## src/rtl/voice_alloc_pkg.sv

```systemverilog
// Shared types, the PS/2 set-2 scancode-to-note map and the note frequency ROM
// used by the voice allocator and its per-voice envelopes.
package voice_alloc_pkg;

    localparam int NUM_VOICES  = 8;
    localparam int VOICE_W     = $clog2(NUM_VOICES);
    localparam int BASE_OCTAVE = 4;

    typedef logic [6:0] note_t;

    localparam note_t NOTE_BASE = note_t'(12 * (BASE_OCTAVE + 1));

    localparam logic [1:0] ST_IDLE   = 2'd0;
    localparam logic [1:0] ST_SCAN   = 2'd1;
    localparam logic [1:0] ST_COMMIT = 2'd2;

    typedef struct packed {
        note_t       tag;
        logic        held;
        logic [31:0] vol;
        logic [31:0] freq;
    } voice_t;

    typedef struct packed {
        logic  valid;
        note_t note;
    } note_lookup_t;

    typedef struct packed {
        logic  pressed;
        note_t note;
    } key_evt_t;

    typedef logic [127:0][31:0] freq_rom_t;

    function automatic note_lookup_t scancode_to_note(input logic [7:0] code);
        note_lookup_t r;
        logic [4:0]   off;
        off     = '0;
        r.valid = 1'b1;
        case (code)
            8'h1A: off = 5'd0;   8'h1B: off = 5'd1;   8'h22: off = 5'd2;
            8'h23: off = 5'd3;   8'h21: off = 5'd4;   8'h2A: off = 5'd5;
            8'h34: off = 5'd6;   8'h32: off = 5'd7;   8'h33: off = 5'd8;
            8'h31: off = 5'd9;   8'h3B: off = 5'd10;  8'h3A: off = 5'd11;
            8'h41: off = 5'd12;
            8'h15: off = 5'd12;  8'h1E: off = 5'd13;  8'h1D: off = 5'd14;
            8'h26: off = 5'd15;  8'h24: off = 5'd16;  8'h2D: off = 5'd17;
            8'h2E: off = 5'd18;  8'h2C: off = 5'd19;  8'h36: off = 5'd20;
            8'h35: off = 5'd21;  8'h3D: off = 5'd22;  8'h3C: off = 5'd23;
            8'h43: off = 5'd24;
            default: r.valid = 1'b0;
        endcase
        r.note = NOTE_BASE + note_t'(off);
        return r;
    endfunction

    // Octave 9 (C8..B8) in Q24.8; other octaves are derived by rounded shifts.
    function automatic logic [31:0] note_freq(input int n);
        logic [31:0] base;
        int          oct;
        int          s;
        case (n % 12)
            0:       base = 32'd1071618;
            1:       base = 32'd1135340;
            2:       base = 32'd1202851;
            3:       base = 32'd1274376;
            4:       base = 32'd1350154;
            5:       base = 32'd1430439;
            6:       base = 32'd1515497;
            7:       base = 32'd1605613;
            8:       base = 32'd1701088;
            9:       base = 32'd1802240;
            10:      base = 32'd1909407;
            default: base = 32'd2022946;
        endcase
        oct = n / 12;
        if (oct >= 9) begin
            return base << (oct - 9);
        end
        s = 9 - oct;
        return (base + (32'd1 << (s - 1))) >> s;
    endfunction

    function automatic freq_rom_t build_note_freq();
        freq_rom_t rom;
        for (int n = 0; n < 128; n++) begin
            rom[n] = note_freq(n);
        end
        return rom;
    endfunction

    localparam freq_rom_t NOTE_FREQ = build_note_freq();

endpackage

```

## src/rtl/voice_envelope.sv

```systemverilog
// Linear attack/release volume ramp for one voice, saturating at 0 and VOL_MAX.
module voice_envelope import voice_alloc_pkg::*; #(
    parameter logic [31:0] VOL_MAX      = 32'h0000_FFFF,
    parameter logic [31:0] ATTACK_STEP  = 32'd512,
    parameter logic [31:0] RELEASE_STEP = 32'd256
) (
    input  logic        clk,
    input  logic        reset,
    input  logic        tick,
    input  logic        held,
    input  logic        load_zero,
    output logic [31:0] vol
);

    logic [32:0] up;
    logic [32:0] down;

    assign up   = {1'b0, vol} + {1'b0, ATTACK_STEP};
    assign down = {1'b0, vol} - {1'b0, RELEASE_STEP};

    always_ff @(posedge clk or posedge reset) begin
        if (reset) begin
            vol <= '0;
        end else if (load_zero) begin
            vol <= '0;
        end else if (tick) begin
            if (held) begin
                vol <= (up > {1'b0, VOL_MAX}) ? VOL_MAX : up[31:0];
            end else begin
                vol <= down[32] ? 32'd0 : down[31:0];
            end
        end
    end

endmodule

```

## src/rtl/ps2_voice_allocator.sv

```systemverilog
// Turns ps2_key toggle events into note-on/off and assigns them to synth voices,
// scanning voices one per cycle and stealing round-robin when all are busy.
module ps2_voice_allocator import voice_alloc_pkg::*; #(
    parameter logic [31:0] VOL_MAX      = 32'h0000_FFFF,
    parameter logic [31:0] ATTACK_STEP  = 32'd512,
    parameter logic [31:0] RELEASE_STEP = 32'd256,
    parameter int          ENV_DIV      = 24000
) (
    input  logic                  clk,
    input  logic                  reset,
    input  logic [10:0]           ps2_key,
    output logic [31:0]           frequencies   [NUM_VOICES],
    output logic [31:0]           voice_volumes [NUM_VOICES],
    output logic [NUM_VOICES-1:0] active_mask,
    output logic                  busy,
    output logic [7:0]            dropped_events
);

    localparam int CNT_W = (ENV_DIV > 1) ? $clog2(ENV_DIV) : 1;

    logic               armed;
    logic               prev_toggle;
    logic               ev_raw;
    logic               ev_ok;
    note_lookup_t       lk;
    key_evt_t           ev_in;
    key_evt_t           pend;
    key_evt_t           cur;
    logic               pend_valid;
    logic [1:0]         state;
    logic [VOICE_W-1:0] scan_idx;
    logic [VOICE_W-1:0] steal_ptr;
    logic [VOICE_W-1:0] idle_idx;
    logic [VOICE_W-1:0] rel_idx;
    logic [VOICE_W-1:0] match_idx;
    logic [VOICE_W-1:0] target_idx;
    logic               found_idle;
    logic               found_rel;
    logic               found_match;
    logic               do_press;
    logic               do_release;
    logic               target_zero;
    logic               do_steal;
    logic [NUM_VOICES-1:0] hit;
    logic [NUM_VOICES-1:0] load_zero;
    logic [NUM_VOICES-1:0] held_q;
    note_t              tag_q   [NUM_VOICES];
    logic [31:0]        freq_q  [NUM_VOICES];
    logic [31:0]        env_vol [NUM_VOICES];
    voice_t             voices  [NUM_VOICES];
    voice_t             scan_v;
    logic [CNT_W-1:0]   env_cnt;
    logic               env_tick;

    // Event handshake: ps2_key[10] flips once per key event and the other bits are
    // stable alongside it; there is no back-pressure, so anything that cannot be
    // queued is counted in dropped_events.
    assign lk     = scancode_to_note(ps2_key[7:0]);
    assign ev_raw = armed && (ps2_key[10] != prev_toggle);
    assign ev_ok  = ev_raw && !ps2_key[8] && lk.valid;
    assign ev_in  = '{pressed: ps2_key[9], note: lk.note};
    assign scan_v = voices[scan_idx];
    assign busy   = (state != ST_IDLE);

    always_ff @(posedge clk or posedge reset) begin
        if (reset) begin
            armed          <= 1'b0;
            prev_toggle    <= 1'b0;
            state          <= ST_IDLE;
            scan_idx       <= '0;
            pend           <= '0;
            pend_valid     <= 1'b0;
            cur            <= '0;
            found_idle     <= 1'b0;
            found_rel      <= 1'b0;
            found_match    <= 1'b0;
            idle_idx       <= '0;
            rel_idx        <= '0;
            match_idx      <= '0;
            dropped_events <= '0;
        end else begin
            if (!armed) begin
                armed       <= 1'b1;
                prev_toggle <= ps2_key[10];
            end else if (ev_raw) begin
                prev_toggle <= ps2_key[10];
            end

            case (state)
                ST_IDLE: begin
                    scan_idx    <= '0;
                    found_idle  <= 1'b0;
                    found_rel   <= 1'b0;
                    found_match <= 1'b0;
                    if (pend_valid) begin
                        cur        <= pend;
                        state      <= ST_SCAN;
                        pend       <= ev_in;
                        pend_valid <= ev_ok;
                    end else if (ev_ok) begin
                        cur   <= ev_in;
                        state <= ST_SCAN;
                    end
                end
                ST_SCAN: begin
                    if (!scan_v.held && scan_v.vol == '0 && !found_idle) begin
                        found_idle <= 1'b1;
                        idle_idx   <= scan_idx;
                    end
                    if (!scan_v.held && scan_v.vol != '0 && !found_rel) begin
                        found_rel <= 1'b1;
                        rel_idx   <= scan_idx;
                    end
                    if (scan_v.held && scan_v.tag == cur.note && !found_match) begin
                        found_match <= 1'b1;
                        match_idx   <= scan_idx;
                    end
                    if (scan_idx == VOICE_W'(NUM_VOICES - 1)) begin
                        state <= ST_COMMIT;
                    end else begin
                        scan_idx <= scan_idx + 1'b1;
                    end
                end
                default: state <= ST_IDLE;
            endcase

            if (state != ST_IDLE && ev_ok) begin
                pend       <= ev_in;
                pend_valid <= 1'b1;
                if (pend_valid && dropped_events != 8'hFF) begin
                    dropped_events <= dropped_events + 8'd1;
                end
            end
        end
    end

    // A held match means typematic repeat on press; otherwise idle > releasing > steal.
    always_comb begin
        do_press    = 1'b0;
        do_release  = 1'b0;
        do_steal    = 1'b0;
        target_zero = 1'b0;
        target_idx  = steal_ptr;
        hit         = '0;
        load_zero   = '0;
        if (state == ST_COMMIT) begin
            if (cur.pressed) begin
                if (!found_match) begin
                    do_press = 1'b1;
                    if (found_idle) begin
                        target_idx  = idle_idx;
                        target_zero = 1'b1;
                    end else if (found_rel) begin
                        target_idx = rel_idx;
                    end else begin
                        target_zero = 1'b1;
                        do_steal    = 1'b1;
                    end
                end
            end else if (found_match) begin
                do_release = 1'b1;
                target_idx = match_idx;
            end
        end
        for (int i = 0; i < NUM_VOICES; i++) begin
            if ((do_press || do_release) && target_idx == VOICE_W'(i)) begin
                hit[i]       = 1'b1;
                load_zero[i] = do_press && target_zero;
            end
        end
    end

    always_ff @(posedge clk or posedge reset) begin
        if (reset) begin
            held_q    <= '0;
            steal_ptr <= '0;
            for (int i = 0; i < NUM_VOICES; i++) begin
                tag_q[i]  <= '0;
                freq_q[i] <= '0;
            end
        end else begin
            for (int i = 0; i < NUM_VOICES; i++) begin
                if (hit[i]) begin
                    held_q[i] <= do_press;
                    if (do_press) begin
                        tag_q[i]  <= cur.note;
                        freq_q[i] <= NOTE_FREQ[cur.note];
                    end
                end
            end
            if (do_steal) begin
                steal_ptr <= (steal_ptr == VOICE_W'(NUM_VOICES - 1)) ? '0 : steal_ptr + 1'b1;
            end
        end
    end

    assign env_tick = (env_cnt == CNT_W'(ENV_DIV - 1));

    always_ff @(posedge clk or posedge reset) begin
        if (reset) begin
            env_cnt <= '0;
        end else begin
            env_cnt <= env_tick ? '0 : env_cnt + 1'b1;
        end
    end

    // A commit on a voice owns that voice for the cycle, so its tick is dropped.
    for (genvar i = 0; i < NUM_VOICES; i++) begin : g_voice
        voice_envelope #(
            .VOL_MAX      (VOL_MAX),
            .ATTACK_STEP  (ATTACK_STEP),
            .RELEASE_STEP (RELEASE_STEP)
        ) u_env (
            .clk       (clk),
            .reset     (reset),
            .tick      (env_tick && !hit[i]),
            .held      (held_q[i]),
            .load_zero (load_zero[i]),
            .vol       (env_vol[i])
        );

        assign voices[i]        = '{tag: tag_q[i], held: held_q[i], vol: env_vol[i], freq: freq_q[i]};
        assign frequencies[i]   = voices[i].freq;
        assign voice_volumes[i] = voices[i].vol;
        assign active_mask[i]   = voices[i].held | (voices[i].vol != '0);
    end

endmodule

```

## config.mk

```make
export PLATFORM = sky130hd
export DESIGN_NAME = ps2_voice_allocator
export DESIGN_NICKNAME = d
export VERILOG_FILES = /design/src/rtl/voice_alloc_pkg.sv /design/src/rtl/voice_envelope.sv /design/src/rtl/ps2_voice_allocator.sv
export SDC_FILE = /design/constraint.sdc
export NUM_CORES = 2
export LEC_CHECK = 0
export ABC_AREA = 1
export ABC_CLOCK_PERIOD_IN_PS = 15670
export CAP_MARGIN = 15
export CELL_PAD_IN_SITES_DETAIL_PLACEMENT = 1
export CELL_PAD_IN_SITES_GLOBAL_PLACEMENT = 1
export CORE_MARGIN = 3
export CORE_UTILIZATION = 36
export DETAILED_ROUTE_END_ITERATION = 6
export GPL_ROUTABILITY_DRIVEN = 0
export GPL_TIMING_DRIVEN = 0
export MAX_ROUTING_LAYER = met4
export PLACE_DENSITY = 0.79
export SLEW_MARGIN = 20
export SYNTH_ARGS = -nofsm -noshare
export SYNTH_HDL_FRONTEND = slang
export SYNTH_SLANG_ARGS = --single-unit
```

## constraint.sdc

```tcl
create_clock -name clk -period 15.67 [get_ports clk]
set_input_delay 1.567 -clock clk [delete_from_list [all_inputs] [get_ports clk]]
set_output_delay 1.567 -clock clk [all_outputs]
set_load 0.05 [all_outputs]
```

==> flow_metrics.env <==
export IMPL_clk_pin_slew_worst_paths_ps=50
export IMPL_rsz0062_at_grt="false"
export IMPL_yosysUniqueCellTypes=65
export IMPL_wl_mm=150.1
export IMPL_core_sq_um=97420
export IMPL_cts_resized=0
export IMPL_synth_edf_count=0
export IMPL_syn_inst=5160
export IMPL_fin_skew_ps=35.68
export IMPL_syn_to_final_growth_pct=25.02
export IMPL_num_vias=38540
export IMPL_synth_top_cell_area_share=0.3523
export IMPL_drv_slew=0
export IMPL_preCtsSetupSlack_ps=10700
export IMPL_synth_seq_area_share=0.3523
export IMPL_yosys_area_top_type="dfrtp_1"
export IMPL_clock_path_buffers=3
export IMPL_root_buffer="clkbuf_16"
export IMPL_ys_warn_count=0
export IMPL_worst_pin_slew_ps=1050
export IMPL_ant_nets=0
export IMPL_cap_violations=0
export IMPL_grt_max_degree=93
export IMPL_synth_area_top_cells="dfrtp_1, nand2_1, nor2_1, xor2_1, inv_1"
export IMPL_h_tree_depth=3
export IMPL_ys_ff_latch=502
export IMPL_n_fill_cell=12440
export IMPL_p_leak_nw=21.83
export IMPL_finalCritPeriodShare=0.3569
export IMPL_ioPinCount=542
export IMPL_viasPerCell=5.426
export IMPL_dieArea_sq_um=102900
export IMPL_setup_viol=0
export IMPL_critical_path_required_ps=14100
export IMPL_wl_per_cell_um=21.13
export IMPL_grt_pass1_wl_mm=232.2
export IMPL_crit_type="flip-flop to primary output"
export IMPL_worstPathArrival_ps=4030
export IMPL_syn_cell_area_sq_um=35660
export IMPL_r2r_start="cur[1]"
export IMPL_status="finished, final reports clean"
export IMPL_tritoncts="built"
export IMPL_ys_flop_type="dfrtp_1"
export IMPL_antenna_found_initial=1
export IMPL_postCtsSetupBuffers=0
export IMPL_grtUsageTotal=0.2928
export IMPL_layout_setup_ws_ps=10080
export IMPL_start_util=0.3660
export IMPL_cts_inserted_buffers=67
export IMPL_drive_gt1_frac=0.09643
export IMPL_cp_start_kind="flip-flop"
export IMPL_powerDensity_nw_per_um2=102.9
export IMPL_drc_errors=0
export IMPL_place_area_sq_um=42400
export IMPL_ctsHoldBuffers=0
export IMPL_nets=5862
export IMPL_cp_max_fo=7
export IMPL_clk_latency_ps=640
export IMPL_drt_iter0_markers=3016
export IMPL_async_reset_ff_frac=1.000
export IMPL_fmax_ghz=0.1788
export IMPL_postSynthAreaPerCell_sq_um=6.911
export IMPL_cts_sinks=502
export IMPL_place_inst=6985
export IMPL_postLayoutCellArea_sq_um=44580
export IMPL_synth_common_cells="nand2_1, nor2_1, dfrtp_1"
export IMPL_finalHoldViolations=0
export IMPL_crit_start="g_voice[1].u_env.vol[9]"
export IMPL_die_w_um=320.7
export IMPL_diodes=0
export IMPL_die_h_um=320.7
export IMPL_grt_overflow_total=0
export IMPL_total_power_w=0.004589
export IMPL_post_synth_top_count_cell="nand2_1"
export IMPL_relSlewSlack=0.2956
export IMPL_portBuffers=460
export IMPL_fin_cells=7104
export IMPL_rows=114
export IMPL_dp_hpwl_mm=113.5
export IMPL_ir_drop_mv=0.07492
export IMPL_grt_pass1_vias=39720
export IMPL_end_kind="primary output"
export IMPL_hp_class="flip-flop to flip-flop"
export IMPL_drtPass1Iterations=6
export IMPL_min_period_ps=5593
export IMPL_worstHoldStart="env_cnt[0]"
layout make-up:
| type | count | area [sq um] | share of cell area |
|---|---|---|---|
| plain buffers | 353 | 2133 | 0.04785 |
| clock buffers | 96 | 1936 | 0.04341 |
| clock inverters | 23 | 245.2 | 0.005501 |
| inverters | 518 | 1957 | 0.04389 |
| multi-input cells | 3866 | 19360 | 0.4342 |
| flip-flops and latches | 502 | 12560 | 0.2818 |
| well taps | 1276 | 1597 | 0.03581 |
| repair buffers | 470 | 4795 | 0.1075 |
report_power, final:
part / leakage [nW] / switching (W) / internal, W
logic: 13.9 / 0.00130 / 0.000372
clock network: 1.06 / 0.000654 / 0.000899
registers: 6.84 / 0.0000357 / 0.00133
per-stage QoR:
| step | util | TNS, ps | hold slack [ps] |
|---|---|---|---|
| after floorplan | - | 0 | 432.1 |
| after global placement | 0.4327 | -3774580 | 452.6 |
| after detailed placement | 0.4353 | 0 | 461.8 |
| after CTS | 0.4576 | 0 | 474.4 |
| after global routing | 0.4576 | 0 | 496.7 |
| final | 0.4576 | 0 | 471.4 |
registers in the layout (all words and copies together), names as in the netlist:
register	count
pend	8
found_match	1
env_cnt	15
pend_valid	1
g_voice.u_env.vol	200
frequencies	176
steal_ptr	3
scan_idx	3
found_idle	1
cur	8
rel_idx	3
state	2
armed	1
held_q	8
idle_idx	3
prev_toggle	1
dropped_events	8
tag_q	56
found_rel	1
match_idx	3
routing by layer:
layer  routed length, um  GRT usage  vias up
li1                    -          -    17760
met1               63340     0.3638    19080
met3               10850    0.06177      357
met5                   0          -        -
met4                5937     0.1061        0
met2               70000     0.4704     1348
final timing paths:
check | slack [ps] | to | cells after the start
min reg2reg | 470 | env_cnt[0] | 1
max in group asynchronous | 12810 | g_voice[3].u_env.vol[18] | 4
max | 10080 | active_mask[1] | 14
max reg2reg | 11130 | frequencies[69] | 13
min | 470 | env_cnt[0] | 1
min in group asynchronous | 1440 | g_voice[7].u_env.vol[16] | 2
cells in the final DEF (no fill, tap or decap), drive strengths merged, types with 4 or more instances in the layout:
cell type / count
nand2: 1537
nor2: 634
inv: 515
dfrtp: 502
clkdlybuf4s50: 460
o21ai: 383
nand3: 336
buf: 289
xor2: 219
clkbuf: 170
nand4: 108
nor3: 103
a21oi: 96
conb: 81
o32ai: 76
ha: 71
o22ai: 52
nor4: 28
o211ai: 23
clkinv: 20
xnor2: 18
o31ai: 16
or2: 10
a31oi: 9
o221ai: 9
o2111ai: 7
nand3b: 5
a211oi: 5
o21a: 4
o311ai: 4
clkinvlp: 4
worst max-delay path: stages, from the launching register on:
cell and delay, ps:
dfrtp_1 460, inv_1 250, ha_1 240, nand2_1 70
nor2_1 260, inv_1 110, nor2_2 220, nand3_1 160
nor2_2 170, nand3_1 110, nor2_1 220, nand3_1 150
nor2_1 110, nand3_1 130, clkdlybuf4s50_1 740
kinds of logic after synthesis:
family / count (synthesis) / synth area share
xor gates and xnor gates: 237 / 0.05821
buffers and inverters: 871 / 0.1145
adders and majority gates: 71 / 0.02491
AOI/OAI and AO/OA: 705 / 0.1168
other: 2 / 0.0002106
muxes: 2 / 0.0005614
and+or+nand+nor: 2770 / 0.3325
DFF: 502 / 0.3523
No activity file was read; power rests on OpenSTA's default activity.
